===== config.mk =====
export PLATFORM = sky130hd
export DESIGN_NAME = switch_debounce
export DESIGN_NICKNAME = d
export VERILOG_FILES = /design/src/rtl/switch_debounce.sv
export SDC_FILE = /design/constraint.sdc
export NUM_CORES = 1
export LEC_CHECK = 0
export CAP_MARGIN = 25
export CELL_PAD_IN_SITES_DETAIL_PLACEMENT = 1
export CELL_PAD_IN_SITES_GLOBAL_PLACEMENT = 1
export CORE_ASPECT_RATIO = 0.5
export CORE_UTILIZATION = 40
export DETAILED_ROUTE_END_ITERATION = 8
export PLACE_DENSITY_LB_ADDON = 0.3
export SETUP_SLACK_MARGIN = 0.02
export SLEW_MARGIN = 15
export SYNTH_ARGS = -nofsm -noshare
export SYNTH_HDL_FRONTEND = slang
export SYNTH_SLANG_ARGS = --single-unit

===== constraint.sdc =====
create_clock -name clock -period 2.39 [get_ports clock]
set_clock_uncertainty 0.15 [all_clocks]
set_input_delay 0.478 -clock clock [delete_from_list [all_inputs] [get_ports clock]]
set_output_delay 0.478 -clock clock [all_outputs]
set_load 0.05 [all_outputs]

===== src/rtl/switch_debounce.sv =====
// Two-flop synchroniser plus per-bit stability counter for board switches.
// Outputs a clean switch vector, per-bit change pulses and a settle flag.
module switch_debounce #(
    parameter int WIDTH           = 4,
    parameter int DEBOUNCE_CYCLES = 1000000
) (
    input  logic             clock,
    input  logic             reset,
    input  logic [WIDTH-1:0] switch_raw,
    output logic [WIDTH-1:0] switch_stable,
    output logic [WIDTH-1:0] switch_changed,
    output logic             switch_ready
);

    localparam int CW = $clog2(DEBOUNCE_CYCLES + 3);
    localparam logic [CW-1:0] CNT_MAX   = CW'(DEBOUNCE_CYCLES - 1);
    localparam logic [CW-1:0] READY_AT  = CW'(DEBOUNCE_CYCLES + 1);
    localparam logic [CW-1:0] START_SAT = CW'(DEBOUNCE_CYCLES + 2);

    logic [WIDTH-1:0] sync1;
    logic [WIDTH-1:0] sync2;
    logic [CW-1:0]    cnt [WIDTH];
    logic [CW-1:0]    startup_cnt;
    logic [WIDTH-1:0] differ;
    logic [WIDTH-1:0] flip;

    always_comb begin
        differ = sync2 ^ switch_stable;
        flip   = '0;
        for (int i = 0; i < WIDTH; i++) begin
            flip[i] = differ[i] && (cnt[i] == CNT_MAX);
        end
    end

    always_ff @(posedge clock) begin
        if (reset) begin
            sync1          <= '0;
            sync2          <= '0;
            switch_stable  <= '0;
            switch_changed <= '0;
            switch_ready   <= 1'b0;
            startup_cnt    <= '0;
            for (int i = 0; i < WIDTH; i++) begin
                cnt[i] <= '0;
            end
        end else begin
            sync1 <= switch_raw;
            sync2 <= sync1;
            // A matching sample or an accepted change both restart the window.
            for (int i = 0; i < WIDTH; i++) begin
                if (!differ[i] || flip[i]) begin
                    cnt[i] <= '0;
                end else begin
                    cnt[i] <= cnt[i] + CW'(1);
                end
            end
            switch_stable  <= switch_stable ^ flip;
            switch_changed <= flip & {WIDTH{switch_ready}};
            if (startup_cnt != START_SAT) begin
                startup_cnt <= startup_cnt + CW'(1);
            end
            if (startup_cnt == READY_AT) begin
                switch_ready <= 1'b1;
            end
        end
    end

endmodule


==> out/qor.yml, run 1 <==
status:
  run_status: "finished, final reports clean"
yosys:
  syn_avg_cell_area_um2: 9.97
  synthFlopType: "edfxtp_1"
  yosys-top-cells-area: "edfxtp_1, dfxtp_1, xor2_1, nor2_1, xnor2_1"
  ys_ff_latch: 117
  ys_types: 43
  ys_warn_count: 0
  synth_edf_count: 80
  synth_top_area_frac: 0.402
  syn_inst: 599
  synth_area_leader_cell: "edfxtp_1"
  async_reset_ff_frac: 0
  synth_area_um2: 5970
  yosysSeqAreaShare: 0.526
setup_path:
  cp_num_buf_inv: 1
  r2r-end: "cnt[1][18]"
  startpoint_type: "flip-flop"
  crit_chain: "clkdlybuf4s50_1"
  worstRegToRegCells: 5
  path_class: "reg2out"
  cp_data_arrival_time_ns: 1.65
  path_delay_family: "buffers and inverters"
  r2r_start: "cnt[1][1]"
  critPathMaxStageDelay_ns: 0.83
  crit_required_ns: 1.76
  r2r_slack_ns: 0.15
  critPathCaptureType: "output port"
  slowest_stage: "clkdlybuf4s50_1"
  path_depth: 1
  cp_max_fo: 3
  crit_end: "switch_stable[3]"
sta:
  rsz0062_at_grt: "false"
  setup_viol: 0
  period_needed_ns: 2.28
  fin_crit_sh: 0.954
  finalHoldViolations: 0
  setup_tns_ns: 0
  timing.slew.headroom: 0.636
  drv_slew: 0
  worstMarginPinSlew_ns: 0.538
  fmax_mhz: 438
  hold_ws_ns: 0.295
final_layout:
  finish.instance_area_um2: 7270
  drive_gt1_frac: 0.0769
  post-route-util: 0.501
  mostFrequentLayoutCells: "edfxtp_1, conb_1, nor2_1, a21oi_1"
  antennaDiodeCount: 0
  fin_nets: 715
  area_delta_synth_final_pct: 21.8
  instances_no_fill: 913
die:
  die_w_um: 175
  start_util: 0.412
  ios: 15
  die_h_um: 88.4
  dieArea_um2: 15400
  core_um2: 14500
  num_rows: 31
grt:
  antenna_found_initial: 0
  grt_pass1_vias: 4941
  grt_max_degree: 32
  grt_overflow: 0
  gr-usage-all-layers: 0.189
  grt_pass1_wl_um: 23000
clocking:
  postCtsHoldBufs: 0
  clock_latency_ns: 0.42
  cts.clk_slew.worst_paths_ns: 0.06
  tritoncts: "built"
  htree_num_levels: 4
  clockBufferDepth: 2
  cts_num_sinks: 117
  cts_buffers: 17
  root_buffer: "clkbuf_16"
power:
  ir_drop_mv: 0.542
  p_leak_nw: 2.45
  p_per_area_nw_per_um2: 688
job:
  drv_cap: 0
drt:
  drcViolationCount: 0
  first_pass_iters: 4
  ant_nets: 0
  via_count: 4716
  drtIter0Drc: 246
  via_per_inst: 5.17
  route.detailed.wl_per_inst_um: 14.9
  wl_um: 13600
place:
  hpwl_um: 9200
  io_buffers: 14
  dpl-instance-area_um2: 6680
  place_inst: 881
  gp_congestion: 0.762
min_path:
  holdCritPathClass: "reg2reg"
-- stage by stage --
step           worst slack [ns]  power, W
2_1_floorplan             0.214   0.00245
3_3_place_gp              0.157   0.00251
3_5_place_dp             0.0975   0.00252
4_1_cts                  0.0429   0.00505
5_1_grt                  0.0302   0.00518
6_report                  0.109   0.00500
-- registers in the layout, summed over array words and instances (netlist names), named ones only --
signal,flops
sync2,4
switch_changed,4
cnt,80
switch_ready,1
sync1,4
startup_cnt,20
-- how the worst min path moves through the flow --
stage,from,endpoint,depth (start not counted)
6_report,sync1[2],sync2[2],1
5_1_grt,sync1[2],sync2[2],1
4_1_cts,sync1[1],sync2[1],1
3_5_place_dp,sync1[2],sync2[2],1
3_3_place_gp,sync1[2],sync2[2],1
2_1_floorplan,sync1[0],sync2[0],1
-- logic make-up (layout without fill, tap and decap cells) --
family          Yosys count  count (layout)  share of synthesized area
compound gates           84              84                     0.0771
xor+xnor                 59              59                     0.0865
fa+ha+maj                 7               7                     0.0147
mux                       1               1                    0.00189
simple gates            288             288                      0.266
other cells               1              80                   0.000628
flops                   117             117                      0.526
buf+inv                  42              79                     0.0270
-- cell type report --
class / count / area (um^2)
Fill cell: 1687 / 7230
Sequential cell: 117 / 3140
Multi-Input combinational cell: 519 / 2970
Clock buffer: 17 / 425
Timing Repair Buffer: 27 / 250
Tap cell: 198 / 248
Clock inverter: 15 / 156
Inverter: 20 / 75.1
-- power breakdown --
group / internal, W / switching (W)
sequential: 0.00223 / 0.0000786
clock: 0.00154 / 0.000979
combinational: 0.0000707 / 0.000105
-- metal layers --
layer / wire [um] / GRT usage / vias up
met5: 0 / 0 / -
met4: 208 / 0.0593 / 0
met3: 351 / 0.0537 / 24
met2: 6850 / 0.348 / 42
met1: 6170 / 0.218 / 2318
li1: - / - / 2332
-- synth_stat cells, types with 20 or more instances --
library cell  instances
a21oi_1              40
dfxtp_1              37
edfxtp_1             80
inv_1                20
nand2_1              30
nand3_1              37
nand4_1              27
nor2_1               72
o21ai_0              28
or3_1                23
xnor2_1              27
xor2_1               32
-- timing repair --
action                                  4_1_cts  5_1_grt
resized for setup                             0        3
hold endpoints to repair                      0        0
setup buffers                                 0        0
endpoints found under the setup margin        0        4
(Power assumes the default switching activity.)
==> run 2, diff against run 1 <==
--- a/config.mk
+++ b/config.mk
@@ -10,6 +10,7 @@
 export CELL_PAD_IN_SITES_GLOBAL_PLACEMENT = 1
 export CORE_ASPECT_RATIO = 0.5
 export CORE_UTILIZATION = 40
+export CTS_CLUSTER_SIZE = 10
 export DETAILED_ROUTE_END_ITERATION = 8
 export PLACE_DENSITY_LB_ADDON = 0.3
 export SETUP_SLACK_MARGIN = 0.02
==> results of run 2 <==
No change in the layout: final DEF, timing and power equal those of run 1.
==> run 3, diff against run 2 <==
--- a/config.mk
+++ b/config.mk
@@ -9,7 +9,7 @@
 export CELL_PAD_IN_SITES_DETAIL_PLACEMENT = 1
 export CELL_PAD_IN_SITES_GLOBAL_PLACEMENT = 1
 export CORE_ASPECT_RATIO = 0.5
-export CORE_UTILIZATION = 40
+export CORE_UTILIZATION = 45
 export CTS_CLUSTER_SIZE = 10
 export DETAILED_ROUTE_END_ITERATION = 8
 export PLACE_DENSITY_LB_ADDON = 0.3
==> run 3 against run 2 <==
Net effect:
- sequential cell count stayed put
- cell count is 3.0% lower
- setup slack worse by 0.017 ns
- non-clock buffer count is 1 higher
- power is 4.5% lower
- first-iteration DRC count is 15% higher
- clock-buffer cell count is 7 higher
- sequential power hardly changed
- fmax is 0.74% lower
- global-route usage is 3.3 points higher
- sequential share of layout area is 0.57 points higher
- clock power is 9.1% lower
- largest power group is now registers
==> out/qor.yml, run 3 (synthesized netlist as in run 1, its figures left out) <==
power:
  power.switching_w: 0.00106  # -8.7%
  p_per_area_nw_per_um2: 666  # -3.2%
  switching_share: 0.222  # -0.0101
  ir_drop_mv: 0.529  # -2.4%
  p_int_w: 0.00372  # -3.2%
  clock_power_share: 0.479  # -0.024
  seqPwrFrac: 0.484  # +0.022
  p_leak_nw: 2.44  # -0.68%
  p_comb_frac: 0.037  # +0.002
setup_path:
  cp_num_buf_inv: 1  # unchanged
  critPathCaptureType: "output port"
  slowest_stage: "clkdlybuf4s50_1"
  r2r-end: "cnt[1][18]"
  path_delay_family: "buffers and inverters"
  cp_data_arrival_time_ns: 1.67  # +0.02 ns
  crit_chain: "clkdlybuf4s50_1"
  worstRegToRegCells: 5  # unchanged
  r2r_start: "cnt[1][1]"
  critPathMaxStageDelay_ns: 0.85  # +0.02 ns
  startpoint_type: "flip-flop"
  path_class: "reg2out"
  cp_max_fo: 3  # unchanged
  crit_required_ns: 1.76  # about the same
  r2r_slack_ns: 0.14  # about the same
sta:
  finalHoldViolations: 0  # unchanged
  hold_ws_ns: 0.289  # -0.00587 ns
  drv_slew: 0  # unchanged
  period_needed_ns: 2.30  # +0.0171 ns
  fin_crit_sh: 0.962  # +0.00716
  timing.slew.headroom: 0.595  # -0.0408
  rsz0062_at_grt: "true"
  setup_viol: 0  # unchanged
  setup_tns_ns: 0  # unchanged
  worstMarginPinSlew_ns: 0.599  # +0.0603 ns
  fmax_mhz: 435  # -0.74%
clocking:
  root_buffer: "clkbuf_16"
  clockBufferDepth: 2  # unchanged
  clock_latency_ns: 0.41  # about the same
  cts.clk_slew.worst_paths_ns: 0.05  # about the same
  tritoncts: "built"
  cts_buffers: 17  # unchanged
  cts_num_sinks: 117  # unchanged
  htree_num_levels: 4  # unchanged
final_layout:
  drive_gt1_frac: 0.0684  # -0.00849
  area_delta_synth_final_pct: 20.2
  largest-register: "cnt"
  antennaDiodeCount: 0  # unchanged
  finish.instance_area_um2: 7180  # -1.3%
  largest_register_ffs: 80  # unchanged
  reg_top3: "cnt (80), startup_cnt (20)"
  fin_nets: 716  # +0.14%
  mostFrequentLayoutCells: "edfxtp_1, conb_1, nor2_1, a21oi_1"
  instances_no_fill: 886  # -3.0%
drt:
  ant_nets: 0  # unchanged
  wl_um: 14200  # +4.6%
  via_count: 4825  # +2.3%
  first_pass_iters: 4  # unchanged
  route.detailed.wl_per_inst_um: 16.0  # +7.8%
  via_per_inst: 5.45  # +5.4%
  drcViolationCount: 0  # unchanged
  drtIter0Drc: 283  # +15%
die:
  die_w_um: 165  # -5.7%
  start_util: 0.466  # +0.0546
  ios: 15  # unchanged
  num_rows: 29  # -6.5%
  die_h_um: 83.5  # -5.6%
  dieArea_um2: 13800  # -11%
  core_um2: 12800  # -12%
place:
  dpl-instance-area_um2: 6650  # -0.41%
  hpwl_um: 9120  # -0.79%
  place_inst: 854  # -3.1%
  io_buffers: 14  # unchanged
  gp_congestion: 0.802  # +5.3%
grt:
  use_met1: 0.264  # +0.0463
  antenna_found_initial: 0  # unchanged
  grt_max_degree: 29  # -9.4%
  gr-usage-all-layers: 0.222  # +0.0330
  grt_pass1_wl_um: 23900  # +4.0%
  top_usage_layer: "met2"
  grt_overflow: 0  # unchanged
  use_met2: 0.397  # +0.0487
  use_met3: 0.0467  # -0.00700
  grt_pass1_vias: 5095  # +3.1%
min_path:
  min_to: "sync2[2]"
  whs_path_depth: 1  # unchanged
  holdCritPathClass: "reg2reg"
  hold_start: "sync1[2]"
job:
  drv_cap: 0  # unchanged
status:
  run_status: "finished, final reports clean"
## run 3: how the worst max path moves through the flow
stage	to	slack [ns]	depth (start not counted)
2_1_floorplan	cnt[1][18]	0.21	6
3_3_place_gp	cnt[1][18]	0.16	5
3_5_place_dp	cnt[1][18]	0.06	5
4_1_cts	cnt[3][18]	0.02	5
5_1_grt	cnt[1][18]	0.005	5
6_report	switch_stable[1]	0.09	1
## run 3: power groups by stage
| stage | registers (W) | clock network, W | logic (W) |
|---|---|---|---|
| floorplan | 0.00233 | 0 | 0.000125 |
| global placement | 0.00234 | 0 | 0.000164 |
| detailed placement | 0.00235 | 0 | 0.000170 |
| CTS | 0.00231 | 0.00232 | 0.000174 |
| global route | 0.00232 | 0.00241 | 0.000205 |
| finish | 0.00231 | 0.00229 | 0.000179 |
## run 3: stage by stage
| step | setup slack (ns) | total power, W | util |
|---|---|---|---|
| 2_1_floorplan | 0.214 | 0.00245 | - |
| 4_1_cts | 0.0245 | 0.00481 | 0.559 |
| 3_5_place_dp | 0.0595 | 0.00252 | 0.519 |
| 3_3_place_gp | 0.163 | 0.00251 | 0.519 |
| 5_1_grt | 0.00523 | 0.00494 | 0.560 |
| 6_report | 0.0919 | 0.00478 | 0.560 |
## run 3: cell type report
| type | instances | area (um^2) |
|---|---|---|
| inverter | 20 | 75.1 |
| tap | 170 | 213 |
| fill | 1438 | 5630 |
| multi-input combinational | 519 | 2970 |
| timing repair buffer | 28 | 258 |
| clock buffer | 24 | 452 |
| sequential | 117 | 3140 |
| clock inverter | 8 | 62.6 |
## run 3: repair_timing
| item | CTS | global route |
|---|---|---|
| buffers inserted | 0 | 0 |
| endpoints found under the hold margin | 0 | 0 |
| endpoints found under the setup margin | 0 | 4 |
| hold buffers | 0 | 0 |
| gates resized for setup | 0 | 3 |
## run 3: layer usage
| layer | wire (um) | vias up |
|---|---|---|
| li1 | - | 2343 |
| met4 | 201 | 0 |
| met1 | 6260 | 2401 |
| met3 | 344 | 20 |
| met5 | 0 | - |
| met2 | 7400 | 61 |
